==> src/rtl/spike_readout_pkg.sv <==
// Shared types and helpers for the spike readout path: the window FSM
// state encoding and the index-width calculation used by the argmax block.
package spike_readout_pkg;

  typedef enum logic [2:0] {
    IDLE      = 3'd0,
    CLEAR     = 3'd1,
    INTEGRATE = 3'd2,
    SETTLE    = 3'd3,
    SCAN      = 3'd4,
    DONE      = 3'd5
  } state_e;

  // Bits needed to index n classes (at least one bit).
  function automatic int calc_idx_width(input int n);
    if (n <= 32'sd2) begin
      return 32'sd1;
    end else begin
      return $clog2(n);
    end
  endfunction

endpackage

==> src/rtl/spike_window_argmax_argmax_step.sv <==
// One step of the serial argmax: folds a candidate class into the running
// maximum, keeping the lowest index on ties and flagging equal maxima.
module argmax_step #(
  parameter int size_code = 8,
  parameter int idx_width = 4
) (
  input  logic                 first,
  input  logic [size_code-1:0] cand_val,
  input  logic [idx_width-1:0] cand_idx,
  input  logic [size_code-1:0] max_val,
  input  logic [idx_width-1:0] max_idx,
  input  logic                 max_tie,
  output logic [size_code-1:0] new_val,
  output logic [idx_width-1:0] new_idx,
  output logic                 new_tie
);

  // Strictly-greater replaces the max; equality only raises the tie flag.
  always_comb begin
    new_val = max_val;
    new_idx = max_idx;
    new_tie = max_tie;
    if (first) begin
      new_val = cand_val;
      new_idx = cand_idx;
      new_tie = 1'b0;
    end else if (cand_val > max_val) begin
      new_val = cand_val;
      new_idx = cand_idx;
      new_tie = 1'b0;
    end else if (cand_val == max_val) begin
      new_tie = 1'b1;
    end else begin
      new_tie = max_tie;
    end
  end

endmodule

==> src/rtl/spike_window_argmax.sv <==
// Classification window sequencer: clears and gates the spike counter bank,
// snapshots the settled counts and serially scans them for the winning class.
module spike_window_argmax
  import spike_readout_pkg::*;
#(
  parameter int size_code     = 8,
  parameter int num_counters  = 10,
  parameter int idx_width     = calc_idx_width(num_counters),
  parameter int window_width  = 16,
  parameter int settle_cycles = 3
) (
  input  logic                              clk,
  input  logic                              reset,
  input  logic                              start,
  input  logic [window_width-1:0]           window_len,
  input  logic [num_counters*size_code-1:0] counts,
  output logic                              cnt_clear_n,
  output logic                              cnt_enable,
  output logic                              busy,
  output logic                              done,
  output logic [idx_width-1:0]              winner_idx,
  output logic [size_code-1:0]              winner_count,
  output logic                              tie
);

  localparam int scan_width   = calc_idx_width(num_counters + 1);
  localparam int settle_width = calc_idx_width(settle_cycles + 1);
  localparam logic [window_width-1:0] win_one    = {{(window_width-1){1'b0}}, 1'b1};
  localparam logic [settle_width-1:0] settle_one = {{(settle_width-1){1'b0}}, 1'b1};
  localparam logic [scan_width-1:0]   scan_one   = {{(scan_width-1){1'b0}}, 1'b1};
  localparam logic [settle_width-1:0] settle_init = settle_width'(settle_cycles - 1);
  localparam logic [scan_width-1:0]   scan_end    = scan_width'(num_counters);

  state_e                state_r, next_state_s;
  logic [window_width-1:0] win_r;
  logic [settle_width-1:0] settle_r;
  logic [scan_width-1:0]   scan_idx_r;
  logic [size_code-1:0]    snap_r [num_counters];
  logic [size_code-1:0]    cand_r, cand_s, max_r, step_val_s;
  logic [idx_width-1:0]    cand_idx_r, max_idx_r, step_idx_s;
  logic                    cand_vld_r, max_tie_r, step_tie_s;
  logic                    scan_last_s, settle_last_s, first_s;

  assign scan_last_s   = (scan_idx_r == scan_end);
  assign settle_last_s = (settle_r == {settle_width{1'b0}});
  assign first_s       = (cand_idx_r == {idx_width{1'b0}});

  // FSM state register.
  always_ff @(posedge clk or negedge reset) begin
    if (!reset) begin
      state_r <= IDLE;
    end else begin
      state_r <= next_state_s;
    end
  end

  // FSM next-state logic.
  always_comb begin
    next_state_s = state_r;
    case (state_r)
      IDLE:      next_state_s = start ? CLEAR : IDLE;
      CLEAR:     next_state_s = (win_r == {window_width{1'b0}}) ? SETTLE : INTEGRATE;
      INTEGRATE: next_state_s = (win_r == win_one) ? SETTLE : INTEGRATE;
      SETTLE:    next_state_s = settle_last_s ? SCAN : SETTLE;
      SCAN:      next_state_s = scan_last_s ? DONE : SCAN;
      DONE:      next_state_s = IDLE;
      default:   next_state_s = IDLE;
    endcase
  end

  // Window down-counter and settle counter.
  always_ff @(posedge clk or negedge reset) begin
    if (!reset) begin
      win_r    <= {window_width{1'b0}};
      settle_r <= {settle_width{1'b0}};
    end else begin
      if (state_r == IDLE && start) begin
        win_r <= window_len;
      end else if (state_r == INTEGRATE) begin
        win_r <= win_r - win_one;
      end else begin
        win_r <= win_r;
      end
      if (state_r != SETTLE) begin
        settle_r <= settle_init;
      end else if (!settle_last_s) begin
        settle_r <= settle_r - settle_one;
      end else begin
        settle_r <= settle_r;
      end
    end
  end

  // Count snapshot on the last settle cycle.
  always_ff @(posedge clk or negedge reset) begin
    if (!reset) begin
      for (int i = 0; i < num_counters; i++) snap_r[i] <= {size_code{1'b0}};
    end else if (state_r == SETTLE && settle_last_s) begin
      for (int i = 0; i < num_counters; i++) snap_r[i] <= counts[i*size_code +: size_code];
    end else begin
      for (int i = 0; i < num_counters; i++) snap_r[i] <= snap_r[i];
    end
  end

  // Snapshot read mux for the current scan index.
  always_comb begin
    cand_s = {size_code{1'b0}};
    for (int i = 0; i < num_counters; i++) begin
      cand_s = (scan_idx_r == scan_width'(i)) ? snap_r[i] : cand_s;
    end
  end

  // Scan index and candidate stage; the registered candidate keeps the wide
  // read mux out of the compare path, costing one extra scan cycle.
  always_ff @(posedge clk or negedge reset) begin
    if (!reset) begin
      scan_idx_r <= {scan_width{1'b0}};
      cand_r     <= {size_code{1'b0}};
      cand_idx_r <= {idx_width{1'b0}};
      cand_vld_r <= 1'b0;
    end else begin
      scan_idx_r <= (state_r == SCAN) ? scan_idx_r + scan_one : {scan_width{1'b0}};
      cand_r     <= cand_s;
      cand_idx_r <= idx_width'(scan_idx_r);
      cand_vld_r <= (state_r == SCAN) && !scan_last_s;
    end
  end

  argmax_step #(
    .size_code (size_code),
    .idx_width (idx_width)
  ) u_step (
    .first    (first_s),
    .cand_val (cand_r),
    .cand_idx (cand_idx_r),
    .max_val  (max_r),
    .max_idx  (max_idx_r),
    .max_tie  (max_tie_r),
    .new_val  (step_val_s),
    .new_idx  (step_idx_s),
    .new_tie  (step_tie_s)
  );

  // Running maximum.
  always_ff @(posedge clk or negedge reset) begin
    if (!reset) begin
      max_r     <= {size_code{1'b0}};
      max_idx_r <= {idx_width{1'b0}};
      max_tie_r <= 1'b0;
    end else if (cand_vld_r) begin
      max_r     <= step_val_s;
      max_idx_r <= step_idx_s;
      max_tie_r <= step_tie_s;
    end else begin
      max_r     <= max_r;
      max_idx_r <= max_idx_r;
      max_tie_r <= max_tie_r;
    end
  end

  // Registered outputs: controls follow the next state, results load as the scan ends.
  always_ff @(posedge clk or negedge reset) begin
    if (!reset) begin
      cnt_clear_n  <= 1'b1;
      cnt_enable   <= 1'b0;
      busy         <= 1'b0;
      done         <= 1'b0;
      winner_idx   <= {idx_width{1'b0}};
      winner_count <= {size_code{1'b0}};
      tie          <= 1'b0;
    end else begin
      cnt_clear_n <= (next_state_s != CLEAR);
      cnt_enable  <= (next_state_s == INTEGRATE);
      busy        <= (next_state_s != IDLE);
      done        <= (next_state_s == DONE);
      if (state_r == SCAN && scan_last_s) begin
        winner_idx   <= step_idx_s;
        winner_count <= step_val_s;
        tie          <= step_tie_s;
      end else begin
        winner_idx   <= winner_idx;
        winner_count <= winner_count;
        tie          <= tie;
      end
    end
  end

endmodule
==> config.mk <==
export PLATFORM = sky130hd
export DESIGN_NAME = spike_window_argmax
export DESIGN_NICKNAME = d
export VERILOG_FILES = /design/src/rtl/spike_readout_pkg.sv /design/src/rtl/spike_window_argmax_argmax_step.sv /design/src/rtl/spike_window_argmax.sv
export SDC_FILE = /design/constraint.sdc
export NUM_CORES = 1
export LEC_CHECK = 0
export CELL_PAD_IN_SITES_DETAIL_PLACEMENT = 1
export CELL_PAD_IN_SITES_GLOBAL_PLACEMENT = 1
export CORE_ASPECT_RATIO = 0.75
export CORE_MARGIN = 3
export CORE_UTILIZATION = 40
export CTS_BUF_LIST = sky130_fd_sc_hd__clkbuf_4 sky130_fd_sc_hd__clkbuf_8
export DETAILED_ROUTE_END_ITERATION = 12
export GPL_TIMING_DRIVEN = 0
export PLACE_DENSITY_LB_ADDON = 0.1
export SETUP_SLACK_MARGIN = 0.15
export SKIP_LAST_GASP = 1
export SLEW_MARGIN = 5
export SYNTH_ARGS = -nofsm -noshare
export SYNTH_HDL_FRONTEND = slang
export SYNTH_HIERARCHICAL = 1
export SYNTH_SLANG_ARGS = --single-unit
==> constraint.sdc <==
create_clock -name clk -period 2.1 [get_ports clk]
set_input_delay 0.315 -clock clk [delete_from_list [all_inputs] [get_ports clk]]
set_output_delay 0.315 -clock clk [all_outputs]
set_load 0.01 [all_outputs]
==> run metrics <==
top cell type's share of synthesized area=51.6%; number of max-cap violations=0; clk_lat worst skew=approximately 0.48 ns; GR Overflow Total=0; num rows=41; Die X=around 160 um; Critical R2R Capture=max_r[0]; Mapped Cells=596; Req. time, crit path=roughly 2.5 ns; 1st-iter DRT viols=approximately 350; antenna violations before repair=0; CP Depth=8; path depth of the worst reg2reg path=8; worst reg2reg setup slack=-0.26 ns; worst vdd ir=around 0.5 mV; CP endpoint=max_r[0]; unrepaired setup endpoints after global routing=true; Vias/cell=between 5 and 6; crit-path cells=ha_4, nand4_1, or3_4, o22ai_4, a31oi_4, buf_6, mux2_4, mux2_4; Hold Violations, Final=0; Most used DFF post-synth=dfrtp_1; crit end category=flop; DRC viols=0; Syn Nets=~700; die area=roughly 20000 um^2; fillers=between 1500 and 2000; Final Critical Period=about 2.4 ns; Max Root-Sink Buffers=2; final setup fails=24; synthesized flop and latch total=148; CTS Sinks=roughly 150; failing checks=negative setup slack; top post-synthesis cells by area=dfrtp_1 (52%), mux2_2 (17%), ha_1 (2.8%); status=finished, violations left; Pwr Density=~1100 nW/um^2; vias in the first global route=5832; Worst Path Class, Setup=reg2reg; num ports=roughly 120; Design Area, Final=approximately 9800 um^2; pin count of the biggest net entering global routing=79; Setup crit start kind=flop; root buf cell=clkbuf_8; htree depth=4; Post-synth ARST share=100%; Util after Layout=between 50% and 60%; Worst EP arrival=around 2.7 ns; Total GRT Usage=a little over a fifth; initial core utilization=roughly two fifths; ANT cells=0; Layout Nets=between 800 and 900; Yosys warning count=6; Clk pin slew, worst setup/hold paths=0.09 ns; Reg2Reg Launch Point=cand_r[5]; critical path fanouts, max=5; P&R area growth vs syn=37.1%; DR vias=5467; EDFF count, synth=0; critical path's top delay family=multiplexers; fin. max-slew vios=0; first-pass GRT wire length=about 32000 um; Port Buffers=between 100 and 150; period utilization=113%; syn_area_per_cell=~12 um^2; CTS tree=yes; share of layout cells above drive strength 1=roughly a third; Final WS setup=-0.263 ns; Die Ht=between 100 and 150 um; headroom to the max-slew limit=49.7%; Worst-Margin Slew=0.754 ns; drt total wl=20800 um; Post-Route Skew=~0.013 ns; Max stage delay on crit path=0.43 ns; HPWL Detailed=14300 um; register area share after synthesis=52.0%; Worst path most repeated cell=mux2_4; slowest CP cell=dfrtp_1; CORE AREA=roughly 17000 um^2; DR WL/cell=20.6 um; Final TNS setup=-5.75 ns; CP bufs+invs=1; largest area contributor in the netlist=dfrtp_1; Leak=4.11 nW; CP Launch Point=cand_r[5]; Num CTS Buffers=17; Placer Congestion=0.827; placed cell area=8610 um^2; library cells used by synthesis=55; Hold Crit Class=in2reg; maximum clock rate=0.423 GHz; antenna viol nets, final=0; synthesized area=between 7000 and 8000 um^2; first-pass iteration count of the detailed router=7
-- stage by stage --
| step | hold WS, ns | cells | power [mW] | worst slack [ns] |
|---|---|---|---|---|
| 2_1_floorplan | 0.0194 | 596 | 6.72 | -0.0699 |
| 3_3_place_gp | 0.358 | 947 | 7.73 | -5.22 |
| 3_5_place_dp | 0.372 | 948 | 7.94 | -0.492 |
| 4_1_cts | 0.355 | 994 | 10.7 | -0.268 |
| 5_1_grt | 0.365 | 1008 | 11.6 | -0.352 |
| 6_report | 0.376 | 1008 | 11.0 | -0.263 |
-- flip-flops by register name, summed over array words and instances, names as in the netlist, 4 cells and up --
register / flops
winner_count: 8
max_idx_r: 4
cand_r: 8
max_r: 8
winner_idx: 4
cand_idx_r: 4
scan_idx_r: 4
win_r: 16
snap_r: 80
-- report_power, final --
part	leakage, nW	internal [mW]	switching [mW]	total (mW)
logic	2.11	2.11	1.69	3.80
registers	1.80	3.95	0.853	4.80
clock network	0.203	1.18	1.21	2.39
-- worst reg2reg max path, delay by kind of cell (launching register included) --
| kind | cells | cell delay (ns) |
|---|---|---|
| buf+inv | 1 | 0.17 |
| simple gates | 2 | 0.55 |
| mux | 2 | 0.57 |
| fa+ha+maj | 1 | 0.29 |
| compound gates | 2 | 0.23 |
| flops | 1 | 0.43 |
-- Yosys cell counts (2+ instances only) --
master      n
mux2_4     10
nor2b_1     9
mux2i_1     5
o221ai_1    6
o22ai_1     8
or3_1       5
clkbuf_1   19
nand2_1    26
or4_1       4
a211oi_1   11
o211ai_1    2
buf_1       3
inv_1      24
a221oi_1    8
a221o_1     8
xor2_1      5
nor4b_1     2
nor4_1      5
and2_1      5
nor2_1     26
nand3b_1    5
mux2_2    108
a22oi_1     5
a31oi_1     9
ha_1       16
o21ai_1     3
xnor2_1     4
a211o_1     2
nand4_1     2
o21ai_0     9
buf_2      16
nor3b_1    10
nor3_1     15
a21oi_1    17
nand2b_1    9
nand3_1     6
and3_1      5
dfrtp_1   147
-- cell families after synthesis --
logic type / count (synthesis) / synth area share (%)
compound gates: 99 / 10.0
xor+xnor: 9 / 1.11
fa+ha+maj: 16 / 2.81
buf+inv: 63 / 3.71
flops: 148 / 52.0
mux: 123 / 19.9
simple gates: 138 / 10.5
-- routing by layer --
layer,GRT usage (%),up-vias,wire length [um]
met2,33.5,150,9580
met5,0,-,0
met4,6.12,0,286
met1,30.2,2792,9960
li1,-,2502,-
met3,4.72,23,975
-- final cells by class --
class	instances	area [um^2]	area share, %
Buffer	39	251	2.57
Inverter	24	90.1	0.922
Clock buffer	17	234	2.39
Sequential cell	148	3710	37.9
Tap cell	236	295	3.02
Clock inverter	15	180	1.84
Timing Repair Buffer	144	1420	14.5
Multi-Input combinational cell	385	3590	36.8
-- placed cells by master (no fill, tap or decap), drive strengths merged, types with 3 or more instances in the layout --
| master | netlist | layout |
|---|---|---|
| nand3b | 5 | 5 |
| nand3 | 6 | 6 |
| a211oi | 11 | 11 |
| a31oi | 10 | 10 |
| buf | 20 | 53 |
| ha | 16 | 16 |
| bufinv | 0 | 3 |
| clkinvlp | 0 | 3 |
| o21ai | 13 | 13 |
| a21oi | 17 | 17 |
| or3 | 5 | 5 |
| nand2b | 9 | 9 |
| and2 | 5 | 5 |
| clkinv | 0 | 6 |
| nand2 | 26 | 26 |
| dfrtp | 147 | 147 |
| nor2b | 9 | 9 |
| xnor2 | 4 | 4 |
| o22ai | 9 | 9 |
| mux2i | 5 | 5 |
| mux2 | 118 | 118 |
| o221ai | 6 | 6 |
| nor3b | 10 | 10 |
| a221oi | 8 | 8 |
| and3 | 5 | 5 |
| or4 | 4 | 4 |
| nor3 | 15 | 15 |
| clkdlybuf4s50 | 0 | 114 |
| nor2 | 26 | 26 |
| nor4 | 5 | 5 |
| a221o | 8 | 8 |
| xor2 | 5 | 5 |
| inv | 24 | 27 |
| clkbuf | 19 | 32 |
| a22oi | 5 | 5 |
-- worst min path at each step --
stage / from / endpoint / cells past startpoint
2_1_floorplan: reset / busy / 0
5_1_grt: window_len[5] / win_r[5] / 3
3_5_place_dp: scan_idx_r[2] / cand_idx_r[2] / 0
4_1_cts: window_len[11] / win_r[11] / 3
3_3_place_gp: scan_idx_r[2] / cand_idx_r[2] / 0
6_report: window_len[8] / win_r[8] / 3
-- what timing repair did --
item                                    in CTS  in global routing
gates resized for setup                     77                 57
cloned                                       1                  0
setup buffers                               12                 14
hold endpoints to repair                    77                  0
hold buffers                                 1                  0
pin swaps                                    7                 11
endpoints found under the setup margin     128                 41
Note: power is estimated with default switching activity, not from simulation.
